File: src/rtl/smartcargo_pkg.sv
// Shared SmartCargo types: floor/type code widths, the packed transport
// request and a helper that builds a request from its raw fields.
package smartcargo_pkg;

  localparam int FLOOR_W = 2;
  localparam int TYPE_W  = 2;

  typedef struct packed {
    logic               eh_origem;  // origin == destination
    logic [TYPE_W-1:0]  tipo;
    logic [FLOOR_W-1:0] origem;
    logic [FLOOR_W-1:0] destino;
  } cargo_req_t;

  localparam int ENTRY_W = $bits(cargo_req_t);

  // Next-value source for one queue slot.
  typedef enum logic [1:0] {
    SEL_HOLD = 2'd0,  // keep current contents
    SEL_NEXT = 2'd1,  // take slot i+1 (pop shift down)
    SEL_PREV = 2'd2,  // take slot i-1 (fit shift up)
    SEL_NEW  = 2'd3   // load the incoming request
  } slot_sel_e;

  function automatic cargo_req_t make_req(input logic [TYPE_W-1:0]  tipo,
                                          input logic [FLOOR_W-1:0] origem,
                                          input logic [FLOOR_W-1:0] destino);
    cargo_req_t r;
    r.eh_origem = (origem == destino);
    r.tipo      = tipo;
    r.origem    = origem;
    r.destino   = destino;
    return r;
  endfunction

endpackage

File: src/rtl/cargo_queue_slot.sv
// One queue slot: valid bit plus packed entry, updated from a 4-way source mux.
// Ports:
//   clk, clear              clock, synchronous active-high clear
//   sel                     next-value source (hold / next / prev / new)
//   next_valid, next_data   contents of slot i+1 (zero for the top slot)
//   prev_valid, prev_data   contents of slot i-1 (zero for slot 0)
//   new_data                incoming request; loading it marks the slot valid
//   valid, data             current slot contents
module cargo_queue_slot
  import smartcargo_pkg::*;
#(
  parameter int W = ENTRY_W
) (
  input  logic         clk,
  input  logic         clear,
  input  slot_sel_e    sel,
  input  logic         next_valid,
  input  logic [W-1:0] next_data,
  input  logic         prev_valid,
  input  logic [W-1:0] prev_data,
  input  logic [W-1:0] new_data,
  output logic         valid,
  output logic [W-1:0] data
);

  logic         valid_d;
  logic [W-1:0] data_d;

  always_comb begin
    valid_d = valid;
    data_d  = data;
    unique case (sel)
      SEL_NEXT: begin valid_d = next_valid; data_d = next_data; end
      SEL_PREV: begin valid_d = prev_valid; data_d = prev_data; end
      SEL_NEW:  begin valid_d = 1'b1;       data_d = new_data;  end
      default:  ;
    endcase
  end

  always_ff @(posedge clk) begin
    if (clear) begin
      valid <= 1'b0;
      data  <= '0;
    end else begin
      valid <= valid_d;
      data  <= data_d;
    end
  end

endmodule

File: src/rtl/cargo_request_queue.sv
// Ordered transport-request queue for the SmartCargo elevator controller.
// Per cycle: pop first, then fit (ordered insert) or push on the post-pop
// queue, then an in-place overwrite if no other op is active.
// Ports:
//   clk, clear                      clock, synchronous active-high reset
//   in_tipo/in_origem/in_destino    request being written
//   push, pop, fit, fit_addr        queue ops; fit inserts at min(fit_addr, count)
//   we, wr_addr                     overwrite of a valid slot (idle cycles only)
//   rd_addr/ser_addr                registered read indices -> rd_*/ser_* outputs
//   sec_addr/sec_prev_addr          combinational destination lookups
//   count, empty, full              registered occupancy
//   overflow, underflow, conflict   one-cycle error pulses
// FLOOR_W/TYPE_W must match smartcargo_pkg; ENTRY_W is derived.
module cargo_request_queue #(
  parameter int DEPTH   = 16,
  parameter int ADDR_W  = $clog2(DEPTH),
  parameter int FLOOR_W = smartcargo_pkg::FLOOR_W,
  parameter int TYPE_W  = smartcargo_pkg::TYPE_W,
  parameter int ENTRY_W = 1 + TYPE_W + 2*FLOOR_W
) (
  input  logic               clk,
  input  logic               clear,
  input  logic [TYPE_W-1:0]  in_tipo,
  input  logic [FLOOR_W-1:0] in_origem,
  input  logic [FLOOR_W-1:0] in_destino,
  input  logic               push,
  input  logic               pop,
  input  logic               fit,
  input  logic [ADDR_W-1:0]  fit_addr,
  input  logic               we,
  input  logic [ADDR_W-1:0]  wr_addr,
  input  logic [ADDR_W-1:0]  rd_addr,
  input  logic [ADDR_W-1:0]  ser_addr,
  input  logic [ADDR_W-1:0]  sec_addr,
  input  logic [ADDR_W-1:0]  sec_prev_addr,
  output logic [ENTRY_W-1:0] rd_entry,
  output logic               rd_valid,
  output logic [ENTRY_W-1:0] ser_entry,
  output logic               ser_valid,
  output logic [FLOOR_W-1:0] sec_destino,
  output logic [FLOOR_W-1:0] sec_prev_destino,
  output logic [ADDR_W:0]    count,
  output logic               empty,
  output logic               full,
  output logic               overflow,
  output logic               underflow,
  output logic               conflict
);

  import smartcargo_pkg::*;

  localparam logic [ADDR_W:0] DEPTH_C = DEPTH[ADDR_W:0];

  logic [DEPTH-1:0]              slot_valid;
  logic [DEPTH-1:0][ENTRY_W-1:0] slot_data;

  cargo_req_t       new_req;
  logic             do_pop, ins_req, ins_ok, we_ok;
  logic [ADDR_W:0]  cnt_pp, idx, count_d;
  logic [ADDR_W-1:0] rd_q, ser_q;

  assign new_req = make_req(in_tipo, in_origem, in_destino);

  // Op arbitration. cnt_pp is the occupancy after the pop stage; push and
  // fit both insert into that queue, push simply at its tail.
  always_comb begin
    do_pop  = pop && (count != '0);
    cnt_pp  = count - {{ADDR_W{1'b0}}, do_pop};
    ins_req = push || fit;
    ins_ok  = ins_req && (cnt_pp < DEPTH_C);
    idx     = (fit && ({1'b0, fit_addr} < cnt_pp)) ? {1'b0, fit_addr} : cnt_pp;
    we_ok   = we && !push && !pop && !fit && ({1'b0, wr_addr} < count);
    count_d = cnt_pp + {{ADDR_W{1'b0}}, ins_ok};
  end

  for (genvar i = 0; i < DEPTH; i++) begin : g_slot
    localparam logic [ADDR_W:0] I = (ADDR_W+1)'(i);

    slot_sel_e          sel;
    logic               nxt_v, prv_v;
    logic [ENTRY_W-1:0] nxt_d, prv_d;

    if (i == DEPTH-1) begin : g_top
      assign nxt_v = 1'b0;
      assign nxt_d = '0;
    end else begin : g_mid
      assign nxt_v = slot_valid[i+1];
      assign nxt_d = slot_data[i+1];
    end

    if (i == 0) begin : g_bot
      assign prv_v = 1'b0;
      assign prv_d = '0;
    end else begin : g_up
      assign prv_v = slot_valid[i-1];
      assign prv_d = slot_data[i-1];
    end

    // Slot i after the cycle = post-pop slot i below idx, new data at idx,
    // post-pop slot i-1 above idx. Post-pop slot i-1 is the current slot i
    // when popping, so the shift-down and shift-up cancel into a hold.
    always_comb begin
      sel = do_pop ? SEL_NEXT : SEL_HOLD;
      if (ins_ok && I == idx)                 sel = SEL_NEW;
      else if (ins_ok && I > idx)             sel = do_pop ? SEL_HOLD : SEL_PREV;
      else if (we_ok && I == {1'b0, wr_addr}) sel = SEL_NEW;
    end

    cargo_queue_slot #(.W(ENTRY_W)) u_slot (
      .clk        (clk),
      .clear      (clear),
      .sel        (sel),
      .next_valid (nxt_v),
      .next_data  (nxt_d),
      .prev_valid (prv_v),
      .prev_data  (prv_d),
      .new_data   (ENTRY_W'(new_req)),
      .valid      (slot_valid[i]),
      .data       (slot_data[i])
    );
  end

  always_ff @(posedge clk) begin
    if (clear) begin
      count     <= '0;
      empty     <= 1'b1;
      full      <= 1'b0;
      overflow  <= 1'b0;
      underflow <= 1'b0;
      conflict  <= 1'b0;
      rd_q      <= '0;
      ser_q     <= '0;
    end else begin
      count     <= count_d;
      empty     <= (count_d == '0);
      full      <= (count_d == DEPTH_C);
      overflow  <= ins_req && !ins_ok;
      underflow <= pop && (count == '0);
      conflict  <= (push && fit) || (we && !we_ok);
      rd_q      <= rd_addr;
      ser_q     <= ser_addr;
    end
  end

  // Registered index + lookup on the freshly updated slots gives
  // read-after-update with one cycle of address latency. Indices past
  // DEPTH match no slot and read as zero.
  always_comb begin
    rd_entry         = '0;
    rd_valid         = 1'b0;
    ser_entry        = '0;
    ser_valid        = 1'b0;
    sec_destino      = '0;
    sec_prev_destino = '0;
    for (int j = 0; j < DEPTH; j++) begin
      if (int'(rd_q) == j) begin
        rd_entry = slot_data[j];
        rd_valid = slot_valid[j];
      end
      if (int'(ser_q) == j) begin
        ser_entry = slot_data[j];
        ser_valid = slot_valid[j];
      end
      if (int'(sec_addr) == j && slot_valid[j])
        sec_destino = slot_data[j][FLOOR_W-1:0];
      if (int'(sec_prev_addr) == j && slot_valid[j])
        sec_prev_destino = slot_data[j][FLOOR_W-1:0];
    end
  end

endmodule

File: config.mk
export PLATFORM = sky130hd
export DESIGN_NAME = cargo_request_queue
export DESIGN_NICKNAME = d
export VERILOG_FILES = /design/src/rtl/smartcargo_pkg.sv /design/src/rtl/cargo_queue_slot.sv /design/src/rtl/cargo_request_queue.sv
export SDC_FILE = /design/constraint.sdc
export NUM_CORES = 1
export LEC_CHECK = 0
export ABC_AREA = 0
export BUFFER_PORTS_ARGS = -buffer_cell sky130_fd_sc_hd__buf_2
export CAP_MARGIN = 20
export CORE_UTILIZATION = 55
export DETAILED_ROUTE_END_ITERATION = 8
export PLACE_DENSITY = 0.73
export SKIP_LAST_GASP = 1
export SLEW_MARGIN = 30
export SYNTH_ARGS = -nofsm -noshare
export SYNTH_HDL_FRONTEND = slang
export SYNTH_SLANG_ARGS = --single-unit
File: constraint.sdc
create_clock -name clk -period 6.6 [get_ports clk]
set_input_delay 1.65 -clock clk [delete_from_list [all_inputs] [get_ports clk]]
set_output_delay 1.65 -clock clk [all_outputs]
set_load 0.01 [all_outputs]
# Word level (Yosys, flattened, before mapping)
# Index checks and enable logic that the tools add are counted.
[word_totals] regBits=146 input_bits=36 output_inout_bits=30 wordCells=503
[classes] n_addsub=2 order_cmp=19 eq_ne=140 muxes=179 reduce_logical=123
[ops] operator="$pmux 7 s3" n=16
[ops] operator="$mux 7" n=32
[ops] operator="$mux 2" n=81
[ops] operator="$eq 4x4->1 const B" n=32
[ops] operator="$logic_and 1x1->1" n=91
[ops] operator="$eq 2x2->1 const B" n=32
[ops] operator="$eq 4x3->1 const B" n=16
[ops] operator="$pmux 1 s3" n=16
[ops] operator="$reduce_bool 3->1" n=16
[ops] operator="$eq 4x5->1 const A" n=8
[ops] operator="$gt 4x5->1 const A" n=8
[ops] operator="$mux 1" n=33
[ops] operator="$eq 2x1->1 const B" n=16
[ops] operator="$eq 4x2->1 const B" n=8
[ops] operator="$eq 4x4->1 const A" n=8
[ops] operator="$eq 3x5->1 const A" n=4
[ops] operator="$gt 3x5->1 const A" n=4
[ops] operator="$logic_not 4->1" n=5
[ops] operator="$eq 3x4->1 const A" n=4
[ops] operator="$eq 4x1->1 const B" n=4
[ops] operator="$logic_not 5->1" n=3
[ops] operator="$eq 2x5->1 const A" n=2
[ops] operator="$gt 1x5->1 const A" n=2
[ops] operator="$gt 2x5->1 const A" n=2
[ops] operator="13 further kinds" n=20

# Logic depth before layout (Yosys ltp)
[depth] depth_word=18 depth_mapped=20 depth_no_buf=16

# By module
# From an unflattened synthesis, not the netlist that was laid out.
[unflattened] cells_unflattened=1297 hier_area_um2=11682.5
[modules_own_cells] mod="cargo_queue_slot" instances=16 cells_per_inst=38 area_each_um2=421.7 seq_area_each_um2=160.2
[modules_own_cells] mod="cargo_request_queue" instances=1 cells_per_inst=689 area_each_um2=4936.0 seq_area_each_um2=360.3

# Worst setup path before layout
# OpenSTA, ideal clock, no wires.
[synth_path] path_kind="input port to flip-flop" from="input port pop" to="register g_slot[11].u_slot.data[0]" setup_ps=128 t_arrival_ps=5426 t_required_ps=6472 path_slack_ps=1045 path_stages=16 n_path_buf=3 cell_sequence="nand2_1 > inv_2 > buf_1 > clkbuf_1 > ha_1 > xnor2_1 > ha_1 > o21a_1 > o21ai_0 > a21oi_2 > o22ai_2 > mux2_4 > o21ai_1 > and3_1 > clkbuf_1 > a211oi_1"
[synth_via] elab_chain_len=11 elab_cells_between_ends=26 cone_classes="add/sub (1); order compare (3); eq/ne (4); mux (7); reduce/logical (11)"
[synth_rtl] item="start: declaration" line_no="cargo_request_queue.sv:27" text="input logic pop,"
[synth_rtl] item="$logic_and 1x1->1" line_no="cargo_request_queue.sv:67" text="do_pop = pop && (count != '0);"
[synth_rtl] item="$sub 5x1->5" line_no="cargo_request_queue.sv:68" text="cnt_pp = count - {{ADDR_W{1'b0}}, do_pop};"
[synth_rtl] item="$lt 4x5->1" line_no="cargo_request_queue.sv:71" text="idx = (fit && ({1'b0, fit_addr} < cnt_pp)) ? {1'b0, fit_addr} : cnt_pp;"
[synth_rtl] item="$logic_and 1x1->1" line_no="cargo_request_queue.sv:71"
[synth_rtl] item="$mux 5" line_no="cargo_request_queue.sv:71"
[synth_rtl] item="$gt 4x5->1" line_no="cargo_request_queue.sv:105" text="else if (ins_ok && I > idx) sel = do_pop ? SEL_HOLD : SEL_PREV;"
[synth_rtl] item="$logic_and 1x1->1" line_no="cargo_request_queue.sv:105"
[synth_rtl] item="$mux 2" line_no="cargo_request_queue.sv:105"
[synth_rtl] item="$mux 2 (*)" line_no="cargo_request_queue.sv:104" text="if (ins_ok && I == idx) sel = SEL_NEW;"
[synth_rtl] item="$eq 2x2->1 / $eq 2x1->1 (equally long branches)" line_no="cargo_queue_slot.sv:32" text="unique case (sel)"
[synth_rtl] item="$pmux 7 s3 / $reduce_bool 3->1 (equally long branches)"
[synth_rtl] item="end signal: assignment" line_no="cargo_queue_slot.sv:46" text="data <= data_d;"
[synth_rtl] item="end: declaration" line_no="cargo_queue_slot.sv:23" text="output logic [W-1:0] data"
# Mark *: on every way between the ends. The rest lies on a longest branch, timed or not.
# A chain may end at the register's enable or synchronous reset.

# Worst setup path after layout
[layout_path] from="input port sec_prev_addr[0]" to="output port sec_prev_destino[0]"
[layout_via] elab_chain_len=18 elab_cells_between_ends=48 cone_classes="eq/ne (15); mux (16); reduce/logical (17)"
[layout_rtl] item="start: declaration" line_no="cargo_request_queue.sv:35" text="input logic [ADDR_W-1:0] sec_prev_addr,"
[layout_rtl] item="$logic_not 4->1" line_no="cargo_request_queue.sv:166" text="if (int'(sec_prev_addr) == j && slot_valid[j])"
[layout_rtl] item="$logic_and 1x1->1" line_no="cargo_request_queue.sv:166"
[layout_rtl] item="$mux 2 (15 in a row)" line_no="cargo_request_queue.sv:166"
[layout_rtl] item="$mux 2 (*)" line_no="cargo_request_queue.sv:166"
[layout_rtl] item="end: declaration" line_no="cargo_request_queue.sv:41" text="output logic [FLOOR_W-1:0] sec_prev_destino,"
# Marked as above.

==> flow_summary.json <==
{
  "outcome": "finished with violations",
  "failed_checks": "design-rule violations",
  "cts_setup_buffers": 0,
  "design.core.area_um2": 21100,
  "critPathLaunchType": "input pin",
  "critPathCaptureType": "primary output",
  "syn_area_um2": 11900,
  "path_max_fanout": 19,
  "cts_tree": "built",
  "synthDominantCellAreaShare_pct": 24.6,
  "gr-usage-all-layers_pct": 45.6,
  "peakVddDrop_mv": 0.416,
  "yosysSeqAreaShare_pct": 24.6,
  "drc": 8,
  "root_buffer": "clkbuf_16",
  "period_needed_ps": 5110,
  "yosysTopAreaCell": "dfxtp_1",
  "ios": 66,
  "synth_area_leaders": "dfxtp_1 (25%), nand2_1 (5.1%), o21ai_0 (4.5%)",
  "synth-xor-area-share_pct": 0.664,
  "synthSimpleGateAreaFrac_pct": 18.5,
  "synth_top_family_by_area": "compound AO/OA/AOI/OAI gates",
  "cts_buffers": 17,
  "rsz0062_at_grt": "false",
  "critical_path_class": "in2out",
  "hold_class": "reg2reg",
  "r2r_start": "count[4]",
  "ys_seq_elements": 146,
  "portBuffers": 65,
  "fp-row-count": 53,
  "nNetsFinal": 1594,
  "whs_ps": 514,
  "viasPerCell": 7.68,
  "synth.most_common_cell": "nand2_1",
  "period_share_pct": 77.5,
  "start_util_pct": 56.3,
  "drive_gt1_share_pct": 13.6,
  "cts_resized": 0,
  "crit_slowest_cell": "mux4_2",
  "grt_pass1_wl_mm": 76.9,
  "clockBufferDepth": 2,
  "final-seq-area_um2": 2930,
  "hold_path_depth": 2,
  "cellPowerDensity_nw_per_um2": 575,
  "gr-total-overflow": 0,
  "holdPathEnd": "g_slot[13].u_slot.data[3]",
  "maxCapViolCount": 0,
  "die_height_um": 149,
  "setup-tns-final_ps": 0,
  "reg2reg_to": "g_slot[6].u_slot.data[5]",
  "setup-violations-final": 0,
  "wl_per_cell_um": 27.5,
  "cp.arrival_ps": 3460,
  "syn_to_final_growth_pct": 8.45,
  "worst_pin_slew_ps": 949,
  "die_x_um": 149,
  "vias": 14100,
  "grt_antenna_before_repair": 0,
  "synth_edf_count": 0,
  "cts_max_level": 4,
  "r2r_slack_ps": 2020,
  "die_area_um2": 22200,
  "fin_skew_ps": 7.54,
  "synth_mux_area_share_pct": 8.53,
  "synth_ff_type": "dfxtp_1",
  "clock_latency_ps": 440,
  "cts.reportedPaths.clkPinSlew_ps": 60,
  "hold_viol": 0,
  "synth_fp_nets": 1602,
  "ys_warn_count": 0,
  "synth-adder-area-share_pct": 0.928,
  "hpwl_mm": 36.0,
  "drtIter0Drc": 2220,
  "worstHoldStart": "g_slot[13].u_slot.data[3]",
  "fillers": 1992,
  "p_leak_nw": 4.64,
  "crit_required_ps": 4950,
  "synth_common_cells": "nand2_1 (160), dfxtp_1 (146), o21ai_0 (107), nor2_1 (103), a21oi_1 (92)",
  "grt_pass1_vias": 12900,
  "gp_congestion": 1.04,
  "antenna_cells": 0,
  "synthArstFlopShare_pct": 0,
  "ctsHoldBuffers": 0,
  "wl_mm": 50.5,
  "drt-pass1-iter-count": 9,
  "relSlewSlack_pct": 36.5,
  "multi_input_area_um2": 8160,
  "synth_compound_area_share_pct": 39.9,
  "grt_max_degree": 84,
  "cpPeakStageDelay_ps": 570,
  "drv_slew": 0,
  "syn_inst": 1558,
  "max_freq_ghz": 0.196,
  "reg2regPathDepth": 15,
  "synth.distinct_cells": 91,
  "path_cells": "buf_2, mux4_2, o22ai_1, a31oi_1, o21ai_0, o21ai_0, nand2_1, a22o_1, buf_2",
  "synth_area_per_cell_um2": 7.62,
  "ant_nets": 0,
  "cts_num_sinks": 146
}
placed cells by master, fill, tap and decap left out, drive strengths merged, types with 21 or more instances in the layout:
master / n
dfxtp: 146
nor2: 106
o21ai: 120
o22ai: 30
buf: 92
mux2i: 37
o211ai: 44
a21oi: 99
o221ai: 26
a221oi: 67
nor3: 23
nand3: 51
inv: 93
a21o: 21
a22oi: 74
nand2: 160
a31oi: 23
nor2b: 33
mux4: 22
a211oi: 32
metrics by stage:
stage	cell area, µm²	setup slack, ps	std cells	total power, mW	util, %
after floorplan	11900	1050	1558	4.83	-
after global placement	12300	1320	1806	6.05	58.2
after detailed placement	12300	1220	1806	6.15	58.3
after CTS	12900	1480	1836	7.13	60.9
after global routing	12900	1320	1836	7.74	61.0
final	12900	1490	1836	7.40	61.0
where the power goes:
group | internal (mW) | switching [mW]
combinational | 1.64 | 3.13
sequential | 1.18 | 0.478
clock | 0.554 | 0.422
total | 3.38 | 4.03
worst max-delay path by stage:
stage / startpoint / end / depth (start not counted) / slack (ps)
after floorplan: pop / g_slot[11].u_slot.data[0] / 16 / 1050
after global placement: pop / g_slot[6].u_slot.data[6] / 11 / 1320
after detailed placement: pop / g_slot[14].u_slot.data[5] / 14 / 1220
after CTS: sec_prev_addr[0] / sec_prev_destino[0] / 9 / 1480
after global routing: sec_prev_addr[0] / sec_prev_destino[0] / 9 / 1320
final: sec_prev_addr[0] / sec_prev_destino[0] / 9 / 1490
final cells by class:
cell class              instances  area share [%]
flip-flops and latches        146            22.8
well taps                     275            2.67
inverters                      91            2.65
repair buffers                 92            4.15
multi-input cells            1202            63.4
clock inverters                12            1.04
clock buffers                  18            3.33
registers in the layout, summed over array words and instances (netlist names):
signal               flops
conflict                 1
ser_q                    4
underflow                1
count                    5
empty                    1
g_slot.u_slot.data     112
g_slot.u_slot.valid     16
rd_q                     4
overflow                 1
full                     1
layer usage:
metal | track usage (%) | vias to the layer above | wire length, µm | share of wire (%)
met5 | 0 | - | 0 | 0
met4 | 26.7 | 0 | 3230 | 6.4
met3 | 12.8 | 250 | 7530 | 15
met2 | 65.2 | 1259 | 20800 | 41
met1 | 60.9 | 6569 | 19000 | 38
li1 | - | 6018 | - | -
critical path, delay by kind of cell:
kind / cells / cell delay, ps
AND/OR/NAND/NOR: 1 / 90
multiplexers: 1 / 570
buffers and inverters: 2 / 440
AO/OA/AOI/OAI: 5 / 700
cell families after synthesis:
family,Yosys count
AO/OA/AOI/OAI,654
AND/OR/NAND/NOR,459
buffers and inverters,210
flip-flops,146
multiplexers,71
XOR/XNOR,9
adder cells (fa/ha/maj),9
Note: power is estimated with default switching activity, not from simulation.
